==> src/rtl/stim_seq_ctrl.sv <==
// Stimulus sequencer: drives a latched bit pattern into a DUT one element per cycle
// and scores the DUT response, LAT cycles later, against a latched expected pattern.
// The expected-bits port is called "expected" because "expect" is a reserved word.
module stim_seq_ctrl #(
    parameter int MAXLEN = 16,
    parameter int LAT    = 1
) (
    input  logic              clk,
    input  logic              rst_n,
    input  logic              start,
    input  logic              abort,
    input  logic [4:0]        len,
    input  logic [MAXLEN-1:0] pattern,
    input  logic [MAXLEN-1:0] expected,
    output logic              dut_a,
    input  logic              dut_out,
    output logic              busy,
    output logic              done,
    output logic              pass,
    output logic [4:0]        err_cnt,
    output logic [3:0]        first_err
);

    typedef enum logic [1:0] {
        IDLE  = 2'd0,
        DRIVE = 2'd1,
        DRAIN = 2'd2,
        FIN   = 2'd3
    } state_e;

    localparam int         MAX_CAP = (MAXLEN > 31) ? 31 : MAXLEN;
    localparam logic [4:0] MAX5    = 5'(MAX_CAP);
    localparam logic [1:0] LAT_M1  = (LAT == 0) ? 2'd0 : 2'(LAT - 1);
    localparam int         SEL     = (LAT == 0) ? 0 : LAT - 1;

    state_e            state_q, state_d;
    logic [4:0]        idx_q, idx_d;
    logic [4:0]        eff_len_q, eff_len_d;
    logic [1:0]        drain_q, drain_d;
    logic [MAXLEN-1:0] pattern_q, pattern_d;
    logic [MAXLEN-1:0] expect_q, expect_d;
    logic              dut_a_q, dut_a_d;
    logic              pass_q, pass_d;
    logic [4:0]        err_cnt_q, err_cnt_d;
    logic [3:0]        first_err_q, first_err_d;
    logic [2:0]        pv_q, pv_d;
    logic [2:0][4:0]   pidx_q, pidx_d;

    logic              run_busy;
    logic              issue;
    logic              flush;
    logic              cmp_v;
    logic [4:0]        cmp_idx;
    logic              mismatch;
    logic [4:0]        eff_len_in;
    logic [4:0]        next_idx;
    logic [MAXLEN-1:0] pat_shift;
    logic [MAXLEN-1:0] exp_shift;

    assign run_busy = (state_q == DRIVE) || (state_q == DRAIN);
    assign issue    = (state_q == DRIVE);
    assign flush    = run_busy && abort;
    assign next_idx = idx_q + 5'd1;
    assign eff_len_in = (len > MAX5) ? MAX5 : len;

    // Compare point: element issued in DRIVE is scored LAT cycles later.
    always_comb begin
        if (LAT == 0) begin
            cmp_v   = issue;
            cmp_idx = idx_q;
        end else begin
            cmp_v   = pv_q[SEL];
            cmp_idx = pidx_q[SEL];
        end
        exp_shift = expect_q >> cmp_idx;
        mismatch  = cmp_v && run_busy && (dut_out != exp_shift[0]);
    end

    always_comb begin
        pv_d   = {pv_q[1:0], issue};
        pidx_d = {pidx_q[1:0], idx_q};
        if (flush) begin
            pv_d = '0;
        end
    end

    always_comb begin
        state_d     = state_q;
        idx_d       = idx_q;
        eff_len_d   = eff_len_q;
        drain_d     = drain_q;
        pattern_d   = pattern_q;
        expect_d    = expect_q;
        dut_a_d     = 1'b0;
        pass_d      = pass_q;
        err_cnt_d   = err_cnt_q;
        first_err_d = first_err_q;
        pat_shift   = pattern_q >> next_idx;

        if (mismatch) begin
            if (err_cnt_q != 5'd31) begin
                err_cnt_d = err_cnt_q + 5'd1;
            end
            pass_d = 1'b0;
            if (pass_q) begin
                first_err_d = cmp_idx[3:0];
            end
        end

        case (state_q)
            IDLE: begin
                if (start) begin
                    pattern_d   = pattern;
                    expect_d    = expected;
                    eff_len_d   = eff_len_in;
                    err_cnt_d   = '0;
                    first_err_d = '0;
                    pass_d      = 1'b1;
                    idx_d       = '0;
                    if (eff_len_in == 5'd0) begin
                        state_d = FIN;
                    end else begin
                        state_d = DRIVE;
                        dut_a_d = pattern[0];
                    end
                end
            end
            DRIVE: begin
                if (abort) begin
                    state_d = IDLE;
                end else if (idx_q == eff_len_q - 5'd1) begin
                    drain_d = '0;
                    state_d = (LAT == 0) ? FIN : DRAIN;
                end else begin
                    idx_d   = next_idx;
                    dut_a_d = pat_shift[0];
                end
            end
            DRAIN: begin
                if (abort) begin
                    state_d = IDLE;
                end else if (drain_q == LAT_M1) begin
                    state_d = FIN;
                end else begin
                    drain_d = drain_q + 2'd1;
                end
            end
            FIN: begin
                state_d = IDLE;
            end
            default: begin
                state_d = IDLE;
            end
        endcase
    end

    always_ff @(posedge clk) begin
        if (!rst_n) begin
            state_q     <= IDLE;
            idx_q       <= '0;
            eff_len_q   <= '0;
            drain_q     <= '0;
            pattern_q   <= '0;
            expect_q    <= '0;
            dut_a_q     <= 1'b0;
            pass_q      <= 1'b0;
            err_cnt_q   <= '0;
            first_err_q <= '0;
            pv_q        <= '0;
            pidx_q      <= '0;
        end else begin
            state_q     <= state_d;
            idx_q       <= idx_d;
            eff_len_q   <= eff_len_d;
            drain_q     <= drain_d;
            pattern_q   <= pattern_d;
            expect_q    <= expect_d;
            dut_a_q     <= dut_a_d;
            pass_q      <= pass_d;
            err_cnt_q   <= err_cnt_d;
            first_err_q <= first_err_d;
            pv_q        <= pv_d;
            pidx_q      <= pidx_d;
        end
    end

    assign dut_a     = dut_a_q;
    assign busy      = run_busy;
    assign done      = (state_q == FIN);
    assign pass      = pass_q;
    assign err_cnt   = err_cnt_q;
    assign first_err = first_err_q;

endmodule

==> config.mk <==
export PLATFORM = sky130hd
export DESIGN_NAME = stim_seq_ctrl
export DESIGN_NICKNAME = d
export VERILOG_FILES = /design/src/rtl/stim_seq_ctrl.sv
export SDC_FILE = /design/constraint.sdc
export NUM_CORES = 1
export LEC_CHECK = 0
export CORE_ASPECT_RATIO = 0.8
export CORE_UTILIZATION = 52
export DETAILED_ROUTE_END_ITERATION = 16
export GPL_TIMING_DRIVEN = 0
export PLACE_DENSITY = 0.82
export SYNTH_ARGS = -nofsm -noshare
export SYNTH_HDL_FRONTEND = slang
export SYNTH_SLANG_ARGS = --single-unit
==> constraint.sdc <==
create_clock -name clk -period 2.85 [get_ports clk]
set_input_delay 0.285 -clock clk [delete_from_list [all_inputs] [get_ports clk]]
set_output_delay 0.285 -clock clk [all_outputs]
set_load 0.05 [all_outputs]
==> run_results.csv <==
group,metric,value,unit
status,status,"completed",
pwr,p_leak,0.00151,uW
worst_setup_path,crit_fanout,5,
finish,final_layout_size_suffix_gt1_share,7.13,%
synth,yosys_warnings,0,
worst_hold_path,holdPathStages,2,
placement,place.gp.congestion,0.850,
finish,num_antenna_cells,0,
finish,nets,480,
sta,tightest_slew,536,ps
synth,synth.distinct_cells,47,
worst_setup_path,path_buf_inv,1,
worst_setup_path,path_cells,"ha_1 > clkbuf_1 > mux4_2 > mux2_2 > o21ai_1 > nor3_1 > o21a_1",
sta,fin_crit_sh,81.9,%
floorplan,design.die.area,0.00626,mm^2
worst_setup_path,worstPathArrival,2560,ps
detailed_routing,antenna_violating_nets_post_route,0,
global_route,gr-usage-all-layers,24.1,%
floorplan,die_x,88.2,um
detailed_routing,drtIter0Drc,135,
cts,clk_pin_slew,70,ps
placement,numPortBuffers,54,
worst_setup_path,cp.required,3070,ps
floorplan,num_rows,24,
cts,clockRootBuffer,"clkbuf_8",
synth,ys_seq_elements,63,
sta,fin_skew,7.13,ps
synth,synth_area,0.00309,mm^2
worst_hold_path,hold_path.class,"flop to flop",
cts,clockBufferDepth,2,
detailed_routing,drtPass1Iterations,4,
cts,cts_resized,0,
cts,clock_sinks,63,
worst_setup_path,cp-start-kind,"flop",
placement,preCtsSetupSlack,539,ps
detailed_routing,wl,6910,um
synth,ys_top_cells_by_count,"nand2_1 (105), dfxtp_1 (63), a21boi_1 (37)",
global_route,grt_max_degree,12,
sta,fmax,0.428,GHz
placement,place_hpwl,5150,um
global_route,antenna_found_initial,0,
synth,synth_edf_count,0,
sta,fin_crit,2330,ps
worst_setup_path,crit_family,"multiplexers",
cts,holdBufCountCts,0,
floorplan,io_pins,55,
cts,clk_latency,340,ps
sta,report.final.setup_viol,0,
sta,rsz0062_at_grt,"false",
synth,synthCells,365,
job,cap_violations,0,
cts,cts_setup_buffers,0,
pwr,power_density,539,mW/mm^2
synth,ys_seq_area_share,40.8,%
detailed_routing,routed_via_density,5.36,
sta,hold_violations,0,
cts,cts-htree-levels,3,
worst_setup_path,end_kind,"flop",
worst_setup_path,crit_type,"flop to flop",
synth,synth_top_area_cell,"dfxtp_1",
floorplan,fp.coreArea,0.00559,mm^2
finish,area_growth,27.0,%
sta,relSlewSlack,64.2,%
sta,final-max-slew-violation-count,0,
finish,final_area,0.00393,mm^2
detailed_routing,drc_errors,0,
synth,synth_ff_type,"dfxtp_1",
synth,synth_nets,415,
placement,placed_area,0.00373,mm^2
cts,cts_buffers,9,
synth,synthArstFlopShare,0,%
worst_setup_path,r2r_cells,7,
worst_setup_path,cp_slowest_stage_delay,560,ps
floorplan,start_util,55.4,%
global_route,overflow,0,
detailed_routing,dr_total_vias,2748,
synth,yosysMostFrequentCell,"nand2_1",
synth,avgSynthCellArea,8.47,um^2
detailed_routing,avgRoutedWirePerCell,13.5,um
floorplan,die-height,71.0,um
cts,cts_tree,"yes",
worst_setup_path,worst-path-stages,7,
global_route,grt_pass1_wl,11800,um
sta,fin_ws,515,ps
worst_setup_path,cp_slowest_cell,"mux4_2",
global_route,grt_pass1_vias,2609,
sta,tns,0,ps
synth,synth_area_leaders,"dfxtp_1 (41%), nand2_1 (13%), a21boi_1 (9.0%)",
synth,post-synth-top-area-fraction,40.8,%
pwr,vdd_drop_max,372,uV
## cells by family (layout without fill, tap and decap cells)
kind of cell             after synthesis  in the layout  share of synthesized area [%]
XOR/XNOR                               8              8                           2.27
flip-flops                            63             63                           40.8
adder cells (fa/ha/maj)                8              8                           3.24
AND/OR/NAND/NOR                      153            153                           22.1
multiplexers                          18             18                           8.29
AO/OA/AOI/OAI                         79             79                           18.7
buffers and inverters                 36            106                           4.61
## worst register-to-register path, cell delays in order, from the launching register on
cell and delay (ps):
dfxtp_1 360, ha_1 280, clkbuf_1 310, mux4_2 560, mux2_2 270, o21ai_1 160
nor3_1 80, o21a_1 200
## per-layer routing
metal / track usage (%) / vias up / part of all wire, %
met5: 0 / - / 0
met4: 6.27 / 0 / 0.85
met3: 5.95 / 8 / 4.4
met2: 37.8 / 66 / 46
met1: 33.4 / 1281 / 48
li1: - / 1393 / -
## sequential cells by signal, summed over array words and instances, names as in the netlist, 2 cells and up
name,count
eff_len_q,5
idx_q,5
drain_q,2
first_err,4
expect_q,16
err_cnt,5
pattern_q,16
cmp_idx,5
state_q,2
## where the power goes
part	internal [uW]	leakage, uW	total (uW)	switching, uW
combinational	168	0.000895	378	210
clock	428	0.0000997	776	348
sequential	933	0.000514	965	32.2
total	1530	0.00151	2120	591
## layout by cell type (no fill, tap or decap), drive strengths merged, types with 7 or more instances in the layout
| cell | instances |
|---|---|
| clkdlybuf4s50 | 54 |
| dfxtp | 63 |
| nand2 | 105 |
| o21ai | 14 |
| ha | 8 |
| a21boi | 37 |
| nor2 | 7 |
| nand3 | 11 |
| mux2i | 11 |
| inv | 16 |
| clkbuf | 29 |
## path summary, 6_finish.rpt
kind	slack [ps]	end	startpoint
worst max-delay path	520	dut_a	idx_q[1]
worst min-delay path	450	first_err[0]	first_err[0]
worst max register to register	520	dut_a	idx_q[1]
worst min register to register	450	first_err[0]	first_err[0]
## area by class of cell
type / instances / area (um^2)
fill: 473 / 1660
sequential: 63 / 1260
inverter: 15 / 56.3
tap: 78 / 97.6
timing repair buffer: 54 / 541
clock inverter: 5 / 56.3
buffer: 21 / 86.3
multi-input combinational: 266 / 1690
clock buffer: 11 / 141
## per-stage QoR
step	hold WS (ps)	utilization [%]	power, uW	cells
after floorplan	373	-	1220	365
after global placement	438	66.8	1350	497
after detailed placement	445	66.8	1360	497
after CTS	455	70.3	2130	513
after global routing	470	70.3	2220	513
final	451	70.3	2120	513
Power figures use the tool's default switching activity.
